$ cat src/rtl/pc_next_unit.sv
// -----------------------------------------------------------------------------
// pc_next_unit
//
// Program-counter unit for a single-cycle MIPS datapath. It holds the PC
// register, works out the next PC from the decode-stage redirect requests
// (JR > J/JAL > taken branch > sequential), and converts the word-unit branch
// offset and jump index into byte addresses itself.
//
// A redirect that arrives while the pipeline is stalled is parked in a
// one-entry pending buffer. A later stalled redirect overwrites it. The parked
// target is applied on the first non-stalled cycle that has no fresh redirect.
//
// A JR target that is not word aligned is caught when it would be applied. On
// that cycle the PC holds, the sticky misaligned flag is set, and the unit
// enters HALT. An explicit halt request also enters HALT. Only reset leaves
// HALT.
//
// Ports:
//   clk            rising-edge clock
//   reset          synchronous, active-high reset
//   stall          hold the PC this cycle (redirects are parked)
//   branch_taken   conditional branch resolved taken
//   branch_offset  sign-extended immediate, in words
//   jump           J/JAL
//   jump_index     instruction[25:0]
//   jump_reg       JR/JALR
//   jump_reg_addr  byte target read from the register file
//   halt           stop fetching
//   pc             current PC (byte address)
//   pc_plus4       pc + 4, wraps at 2^32
//   imem_word_addr pc[IMEM_AW+1:2], the instruction-memory word index
//   misaligned     sticky: a JR target had addr[1:0] != 0
//   halted         unit is in the HALT state
//
// Every output depends only on registered state.
// -----------------------------------------------------------------------------
module pc_next_unit #(
    parameter logic [31:0] RESET_PC = 32'h0000_0000,
    parameter int          IMEM_AW  = 8
) (
    input  logic               clk,
    input  logic               reset,
    input  logic               stall,
    input  logic               branch_taken,
    input  logic [31:0]        branch_offset,
    input  logic               jump,
    input  logic [25:0]        jump_index,
    input  logic               jump_reg,
    input  logic [31:0]        jump_reg_addr,
    input  logic               halt,
    output logic [31:0]        pc,
    output logic [31:0]        pc_plus4,
    output logic [IMEM_AW-1:0] imem_word_addr,
    output logic               misaligned,
    output logic               halted
);

    typedef enum logic [0:0] {
        ST_RUN  = 1'b0,
        ST_HALT = 1'b1
    } state_e;

    // Registered state
    state_e      state_q, state_d;
    logic [31:0] pc_q, pc_d;
    logic        misaligned_q, misaligned_d;
    logic        pend_valid_q, pend_valid_d;
    logic [31:0] pend_target_q, pend_target_d;
    logic        pend_is_jr_q, pend_is_jr_d;

    // Redirect decode
    logic [31:0] pc_plus4_s;
    logic        redirect_s;
    logic [31:0] redirect_target_s;
    logic        redirect_is_jr_s;

    // Target actually chosen in a non-stalled RUN cycle
    logic [31:0] sel_target_s;
    logic        sel_is_jr_s;

    // A JR target must be word aligned. Branch and jump targets are aligned
    // by construction, so only JR-sourced targets are checked.
    function automatic logic jr_target_bad(input logic is_jr, input logic [31:0] addr);
        return is_jr && (addr[1:0] != 2'b00);
    endfunction

    // Sequential address. The addition wraps from 32'hFFFF_FFFC to 0.
    assign pc_plus4_s = pc_q + 32'd4;

    // Pick the highest-priority redirect and compute its byte target.
    always_comb begin
        redirect_target_s = pc_plus4_s;
        redirect_is_jr_s  = 1'b0;
        redirect_s        = jump_reg | jump | branch_taken;
        if (jump_reg) begin
            redirect_target_s = jump_reg_addr;
            redirect_is_jr_s  = 1'b1;
        end else if (jump) begin
            redirect_target_s = {pc_plus4_s[31:28], jump_index, 2'b00};
        end else if (branch_taken) begin
            // Offset is in words. Dropping its top two bits is the same as
            // wrapping the result modulo 2^32.
            redirect_target_s = pc_plus4_s + {branch_offset[29:0], 2'b00};
        end else begin
            redirect_target_s = pc_plus4_s;
        end
    end

    // Non-stalled choice: a fresh redirect, else the parked target, else sequential.
    always_comb begin
        sel_target_s = pc_plus4_s;
        sel_is_jr_s  = 1'b0;
        if (redirect_s) begin
            sel_target_s = redirect_target_s;
            sel_is_jr_s  = redirect_is_jr_s;
        end else if (pend_valid_q) begin
            sel_target_s = pend_target_q;
            sel_is_jr_s  = pend_is_jr_q;
        end else begin
            sel_target_s = pc_plus4_s;
            sel_is_jr_s  = 1'b0;
        end
    end

    // Next-state logic for the RUN/HALT controller, the PC and the pending buffer.
    always_comb begin
        state_d       = state_q;
        pc_d          = pc_q;
        misaligned_d  = misaligned_q;
        pend_valid_d  = pend_valid_q;
        pend_target_d = pend_target_q;
        pend_is_jr_d  = pend_is_jr_q;

        case (state_q)
            ST_RUN: begin
                if (stall) begin
                    // PC holds. The latest stalled redirect replaces any parked one.
                    if (redirect_s) begin
                        pend_valid_d  = 1'b1;
                        pend_target_d = redirect_target_s;
                        pend_is_jr_d  = redirect_is_jr_s;
                    end else begin
                        pend_valid_d  = pend_valid_q;
                    end
                    // halt wins over stall and throws away the parked redirect.
                    if (halt) begin
                        state_d      = ST_HALT;
                        pend_valid_d = 1'b0;
                    end else begin
                        state_d      = ST_RUN;
                    end
                end else begin
                    if (jr_target_bad(sel_is_jr_s, sel_target_s)) begin
                        // Never load a misaligned fetch address.
                        pc_d         = pc_q;
                        misaligned_d = 1'b1;
                        state_d      = ST_HALT;
                    end else begin
                        pc_d         = sel_target_s;
                        state_d      = halt ? ST_HALT : ST_RUN;
                    end
                    pend_valid_d = 1'b0;
                end
            end
            ST_HALT: begin
                // Frozen. Only reset leaves this state.
                state_d = ST_HALT;
            end
            default: begin
                // An illegal encoding falls into the safe, frozen state.
                state_d      = ST_HALT;
                pend_valid_d = 1'b0;
            end
        endcase
    end

    // State registers with synchronous active-high reset.
    always_ff @(posedge clk) begin
        if (reset) begin
            state_q       <= ST_RUN;
            pc_q          <= RESET_PC;
            misaligned_q  <= 1'b0;
            pend_valid_q  <= 1'b0;
            pend_target_q <= 32'h0000_0000;
            pend_is_jr_q  <= 1'b0;
        end else begin
            state_q       <= state_d;
            pc_q          <= pc_d;
            misaligned_q  <= misaligned_d;
            pend_valid_q  <= pend_valid_d;
            pend_target_q <= pend_target_d;
            pend_is_jr_q  <= pend_is_jr_d;
        end
    end

    assign pc             = pc_q;
    assign pc_plus4       = pc_plus4_s;
    assign imem_word_addr = pc_q[IMEM_AW+1:2];
    assign misaligned     = misaligned_q;
    assign halted         = (state_q == ST_HALT);

endmodule

$ cat config.mk
export PLATFORM = sky130hd
export DESIGN_NAME = pc_next_unit
export DESIGN_NICKNAME = d
export VERILOG_FILES = /design/src/rtl/pc_next_unit.sv
export SDC_FILE = /design/constraint.sdc
export NUM_CORES = 1
export LEC_CHECK = 0
export CAP_MARGIN = 10
export CORE_AREA = 2 2 147 149
export DETAILED_ROUTE_END_ITERATION = 8
export DIE_AREA = 0 0 149 151
export PLACE_DENSITY_LB_ADDON = 0.05
export SYNTH_ARGS = -nofsm -noshare
export SYNTH_HDL_FRONTEND = slang
export SYNTH_SLANG_ARGS = --single-unit
$ cat constraint.sdc
create_clock -name clk -period 4 [get_ports clk]
set_clock_uncertainty 0.15 [all_clocks]
set_input_delay 1 -clock clk [delete_from_list [all_inputs] [get_ports clk]]
set_output_delay 1 -clock clk [all_outputs]
set_load 0.005 [all_outputs]
==> results.ini, run 1 <==
[floorplan]
die_h_um=151
start_util_pct=29.6
fp.coreArea_mm2=0.0208
rows=53
die_w_um=149
io_pins=171
dieArea_mm2=0.0225

[pwr]
powerDensity_mw_per_mm2=294
ir_drop_uv=226
power_frac_comb_pct=43.7
p_seq_share_pct=27.3
power_leakage_nw=4.03
power_switching_mw=0.997
p_int_mw=1.84
power_frac_clock_pct=29.1
p_sw_share_pct=35.1

[synthesis]
synth_top_family_by_area=compound AO/OA/AOI/OAI gates
synth_sequential_area_ratio_pct=22.1
synthAdderAreaFrac_pct=7.62
synth_fp_nets=991
synth-compound-area-share_pct=31.0
async_flop_share_pct=0
synth_edf_count=0
yosys.area_share.simple_pct=21.8
synth_area_mm2=0.00617
synth.mux.area_fraction_pct=4.46
synthTopCellsByArea=dfxtp_1, ha_1, a21oi_1, nor2_1, nand2_1
synth_cell_types=66
syn_avg_cell_area_um2=7.20
syn_inst=857
synthFlopType=dfxtp_1
synth_top_cell_by_area=dfxtp_1
synth_xor_area_share_pct=7.38
yosysWarnings=0
synth_seq_cells=68
synth_top_area_share_pct=22.1

[sta]
max_freq_mhz=258
setup_violations=0
worst_pin_slew_ns=0.847
maxSlewHeadroom_pct=43.3
period_share_pct=97.0
hold_violations=0
holdWs_ns=0.306
maxSlewViolCount=0
fin_crit_ns=3.88

[clocking]
cts_root_buf=clkbuf_16
h-tree-depth=3
clk_pin_slew_ns=0.06
hold_buffers=0
cts_sinks=68
clk_latency_ns=0.35
numCtsBuffers=9
cts_buffer_depth=2
tritoncts=built

[layout]
final_cell_mix=clkdlybuf4s50_1, buf_4, nor2_1, nand2_1, a21oi_1
nNetsFinal=1273
diodes=0
fillers=2199
seqCellArea_mm2=0.00136
instances_no_fill=1419
multiInputGateArea_mm2=0.00463
mostFrequentLayoutCell=clkdlybuf4s50_1
drive_gt1_share_pct=19.3
area_growth_pct=56.1

[drt]
antenna_left=0
wl_per_cell_um=20.1
wl_met3_mm=1.75
drc=0
top_layer=met4
wl_met1_mm=13.4
drtIter0Drc=544
wl_met2_mm=13.1
via_per_inst=5.35
firstDrtPassIters=5
routed_wl_mm=28.6
vias=7587

[status]
status=completed

[setup_path]
cp_data_required_time_ns=2.85
crit_family=buffers and inverters
cp-end-kind=primary output
crit_buf_inv=3
arrival_ns=2.73
worst-path-max-fanout=4
critPathMaxStageDelay_ns=0.49
cp-start-kind=register
cpMaxStageDelayCell=clkdlybuf4s50_1
criticalPathCategory=register to primary output
cpMostUsedCell=buf_4
crit_chain=and3_4 -> nand4_1 -> buf_4 -> or2_2 -> nor2_1 -> xor2_1 -> buf_4 -> clkdlybuf4s50_1

[global_routing]
first_global_vias=7084
grt_pass1_wl_mm=42.8
track_usage_pct=25.1
antenna_found_initial=0
grt_max_degree=43
gr-total-overflow=0

[place]
place_inst=1401
portBuffers=168
post-dp-hpwl_mm=21.4
gp_congestion=0.864

[job]
drv_cap=0

[min_path]
hold_path.class=register to register

==> worst register-to-register path: stages (launching register included) <==
cell,delay (ns)
dfxtp_1,0.35
and3_4,0.21
nand4_1,0.17
buf_4,0.21
or2_2,0.33
buf_4,0.16
xnor2_1,0.15
ha_1,0.30
buf_4,0.17
nand2_1,0.06
o21ai_0,0.24
a21o_1,0.17
a21oi_1,0.06
o21ai_0,0.41
nor3_2,0.08
a21oi_1,0.18
nor2_1,0.07
o31ai_1,0.24
==> registers in the layout, indices dropped and copies added, names as in the netlist <==
register,flops
pc,32
pend_target_q,32
halted,1
misaligned,1
pend_is_jr_q,1
pend_valid_q,1
==> per-layer routing <==
metal,GRT usage (%),vias up
met5,0,-
met4,3.48,0
met3,3.37,15
met2,41.2,275
met1,35.8,3587
li1,-,3710
==> per-stage QoR <==
stage / instance area (µm²) / worst slack [ns] / TNS, ns / power [mW] / utilization, %
after floorplan: 6170 / 0.216 / 0 / 1.36 / -
after global placement: 9160 / -0.582 / -4.35 / 1.98 / 44.0
after detailed placement: 9160 / -0.566 / -4.60 / 1.98 / 44.0
after CTS: 9520 / 0.00124 / 0 / 2.82 / 45.7
after global routing: 9640 / -0.000786 / -0.000786 / 2.99 / 46.3
final: 9640 / 0.120 / 0 / 2.84 / 46.3
==> repair_timing <==
| action | in CTS | in global routing |
|---|---|---|
| pin swaps | 3 | 10 |
| resized for setup | 11 | 26 |
| setup endpoints to repair | 15 | 27 |
| buffers inserted | 2 | 0 |
| gates cloned | 0 | 0 |
==> power groups by stage <==
| stage | clock [mW] | sequential, mW | combinational [mW] |
|---|---|---|---|
| after floorplan | 0 | 0.793 | 0.565 |
| after global placement | 0 | 0.786 | 1.20 |
| after detailed placement | 0 | 0.786 | 1.20 |
| after CTS | 0.837 | 0.773 | 1.21 |
| after global routing | 0.865 | 0.780 | 1.34 |
| final | 0.825 | 0.774 | 1.24 |
==> cells in the mapped netlist (8+ instances only) <==
| cell type | instances |
|---|---|
| nand4_1 | 9 |
| o22ai_1 | 15 |
| xnor2_1 | 28 |
| a21o_1 | 14 |
| o21ai_0 | 68 |
| o21a_1 | 8 |
| and2_1 | 9 |
| mux2i_1 | 23 |
| a221oi_1 | 11 |
| dfxtp_1 | 68 |
| clkbuf_1 | 45 |
| a21oi_1 | 80 |
| inv_1 | 21 |
| a31oi_1 | 11 |
| a211oi_1 | 18 |
| buf_4 | 10 |
| nand3_1 | 20 |
| ha_1 | 36 |
| nand2_1 | 93 |
| nor3_1 | 25 |
| nor2_1 | 97 |
| xor2_1 | 24 |
| and3_1 | 14 |
| o211ai_1 | 11 |
==> cell families after synthesis <==
| logic type | Yosys count |
|---|---|
| flops | 68 |
| xor+xnor | 52 |
| buf+inv | 83 |
| compound gates | 294 |
| fa+ha+maj | 37 |
| simple gates | 296 |
| mux | 27 |
==> final cells by class <==
type	instances	share of cell area (%)
Sequential cell	68	14.2
Tap cell	275	3.57
Timing Repair Buffer	332	30.4
Multi-Input combinational cell	706	48.0
Inverter	22	0.857
Clock inverter	6	0.675
Clock buffer	10	2.38
==> worst paths after layout <==
kind / startpoint / to / slack (ns) / cells after the start
worst min-delay path: pend_target_q[20] / pend_target_q[20] / 0.31 / 2
worst max register to register: pc[4] / pend_target_q[28] / 0.19 / 17
worst min register to register: pend_target_q[20] / pend_target_q[20] / 0.31 / 2
worst max-delay path: pc[4] / pc_plus4[28] / 0.12 / 8
No activity file was read; power rests on OpenSTA's default activity.
==> run 2: changes to the inputs <==
Settings changed: HOLD_SLACK_MARGIN set to 0.12.
==> results of run 2 <==
The final DEF is identical to that of run 1; final timing and power are the same.
==> run 3: changes to the inputs <==
Settings changed: CORE_AREA 2 2 147 149 to 2 2 115 117, DIE_AREA 0 0 149 151 to 0 0 117 119.
==> results.ini, run 3 (synthesis gave the netlist of run 1 again) <==
[clocking]
numCtsBuffers=9  ; unchanged
h-tree-depth=3  ; unchanged
clk_pin_slew_ns=0.06  ; about the same
clk_latency_ns=0.34  ; about the same
tritoncts=built
cts_buffer_depth=2  ; unchanged
hold_buffers=0  ; unchanged
cts_root_buf=clkbuf_16
cts_sinks=68  ; unchanged

[sta]
maxSlewHeadroom_pct=56.8  ; +14 points
maxSlewViolCount=0  ; unchanged
holdWs_ns=0.307  ; +0.00103 ns
fin_crit_ns=3.91  ; +0.0322 ns
hold_violations=0  ; unchanged
period_share_pct=97.8  ; +0.80 points
max_freq_mhz=256  ; -0.82%
rsz0062_at_grt=yes
worst_pin_slew_ns=0.645  ; -0.202 ns
setup_violations=0  ; unchanged

[job]
drv_cap=0  ; unchanged

[drt]
antenna_left=0  ; unchanged
wl_per_cell_um=18.9  ; -5.9%
wl_met3_mm=2.44  ; +40%
wl_met1_mm=9.95  ; -26%
vias=7881  ; +3.9%
routed_wl_mm=24.7  ; -14%
drc=0  ; unchanged
via_per_inst=6.05  ; +13%
drtIter0Drc=1071  ; +97%
firstDrtPassIters=8  ; +3
wl_met2_mm=11.3  ; -14%
top_layer=met4

[setup_path]
cp-start-kind=register
crit_chain=and3_2 -> and3_4 -> and3_1 -> xnor2_2 -> inv_1 -> ha_1 -> buf_4 -> a21oi_1 -> o21ai_0 -> a221oi_1 -> buf_4 -> a41oi_1 -> buf_4 -> nor2_2 -> mux2i_2 -> buf_4 -> o211ai_1 -> nand2_1
cpMostUsedCell=buf_4
cp_data_required_time_ns=4.13  ; +1.28 ns
cpMaxStageDelayCell=a221oi_1
crit_family=compound AO/OA/AOI/OAI gates
criticalPathCategory=register to register
cp-end-kind=register
critPathMaxStageDelay_ns=0.37  ; -0.12 ns
crit_buf_inv=5  ; +2
arrival_ns=4.05  ; +1.32 ns
worst-path-max-fanout=5  ; +1

[pwr]
power_frac_comb_pct=42.8  ; -0.9 points
p_int_mw=1.82  ; -0.97%
p_sw_share_pct=34.7  ; -0.40 points
ir_drop_uv=221  ; -2.2%
powerDensity_mw_per_mm2=298  ; +1.1%
p_seq_share_pct=27.8  ; +0.5 points
power_switching_mw=0.970  ; -2.7%
power_frac_clock_pct=29.4  ; +0.3 points
power_mw=2.79  ; -1.6%
power_leakage_nw=3.95  ; -2.0%

[layout]
drive_gt1_share_pct=17.9  ; -1.4 points
mostFrequentLayoutCell=clkdlybuf4s50_1
final_cell_mix=clkdlybuf4s50_1, buf_4, nor2_1, nand2_1, a21oi_1
diodes=0  ; unchanged
multiInputGateArea_mm2=0.00462  ; -0.19%
finish.utilization_pct=72.8  ; +27 points
seqCellArea_mm2=0.00136  ; about the same
area_growth_pct=51.9
fillers=1067  ; -51%
nNetsFinal=1255  ; -1.4%

[floorplan]
io_pins=171  ; unchanged
start_util_pct=47.9  ; +18 points
die_w_um=117  ; -21%
fp.coreArea_mm2=0.0129  ; -38%
dieArea_mm2=0.0139  ; -38%
die_h_um=119  ; -21%
rows=42  ; -21%

[status]
status=completed

[global_routing]
gr-total-overflow=0  ; unchanged
first_global_vias=7287  ; +2.9%
track_usage_pct=34.6  ; +9.5 points
grt_max_degree=43  ; unchanged
antenna_found_initial=0  ; unchanged
grt_pass1_wl_mm=37.9  ; -11%

[place]
gp_congestion=0.994  ; +15%
portBuffers=168  ; unchanged
post-dp-hpwl_mm=18.2  ; -15%

[min_path]
hold_path.class=register to register

==> run 3: cell count changes in the layout (fill, tap and decap cells not counted), sizes merged <==
cell | previous run | this run
buf | 165 | 147
clkbuf | 10 | 9
clkinv | 5 | 4
dlygate4sd2 | 1 | 0
dlymetal6s2s | 2 | 3
inv | 21 | 23
==> run 3: worst reg2reg max path, cell delays in order, from the launching register on <==
cell      delay, ns
dfxtp_1        0.31
and3_2         0.23
and3_4         0.20
and3_1         0.20
xnor2_2        0.22
inv_1          0.11
ha_1           0.30
buf_4          0.16
a21oi_1        0.18
o21ai_0        0.20
a221oi_1       0.37
buf_4          0.20
a41oi_1        0.11
buf_4          0.17
nor2_2         0.14
mux2i_2        0.29
buf_4          0.15
o211ai_1       0.09
nand2_1        0.08
==> run 3: routing by layer <==
metal	vias to the layer above	track usage (%)
li1	3678	-
met2	498	54.7
met1	3632	47.3
met5	-	0
met4	0	13.2
met3	73	5.19
==> run 3: final cells by class <==
cell class	instances	share of cell area (%)
clock buffers	9	2.40
inverters	22	0.881
multi-input cells	706	49.2
clock inverters	7	0.787
repair buffers	314	29.8
well taps	176	2.35
flip-flops and latches	68	14.5
==> run 3: power groups by stage <==
stage | Sequential, mW | Combinational [mW] | Clock, mW
global route | 0.782 | 1.29 | 0.854
floorplan | 0.793 | 0.565 | 0
finish | 0.776 | 1.19 | 0.822
detailed placement | 0.788 | 1.14 | 0
CTS | 0.774 | 1.15 | 0.820
global placement | 0.787 | 1.13 | 0
==> run 3: metrics by stage <==
stage	cells	worst slack [ns]	cell area [µm²]	setup TNS, ns
3_5_place_dp	1283	-0.552	8890	-4.85
2_1_floorplan	857	0.216	6170	0
3_3_place_gp	1283	-0.549	8890	-4.59
5_1_grt	1302	-0.0691	9380	-0.351
6_report	1302	0.0874	9380	0
4_1_cts	1300	-0.00263	9220	-0.00263
==> run 3: final timing paths <==
kind | startpoint | to | slack, ns | cells after the start
worst max-delay path | pc[6] | pend_target_q[27] | 0.09 | 18
worst min-delay path | pend_target_q[4] | pend_target_q[4] | 0.31 | 2
worst max register to register | pc[6] | pend_target_q[27] | 0.09 | 18
worst min register to register | pend_target_q[4] | pend_target_q[4] | 0.31 | 2
==> run 3: what timing repair did <==
item | 4_1_cts | 5_1_grt
resized for setup | 5 | 26
endpoints found under the setup margin | 7 | 22
pin swaps | 4 | 12
buffers inserted | 1 | 2
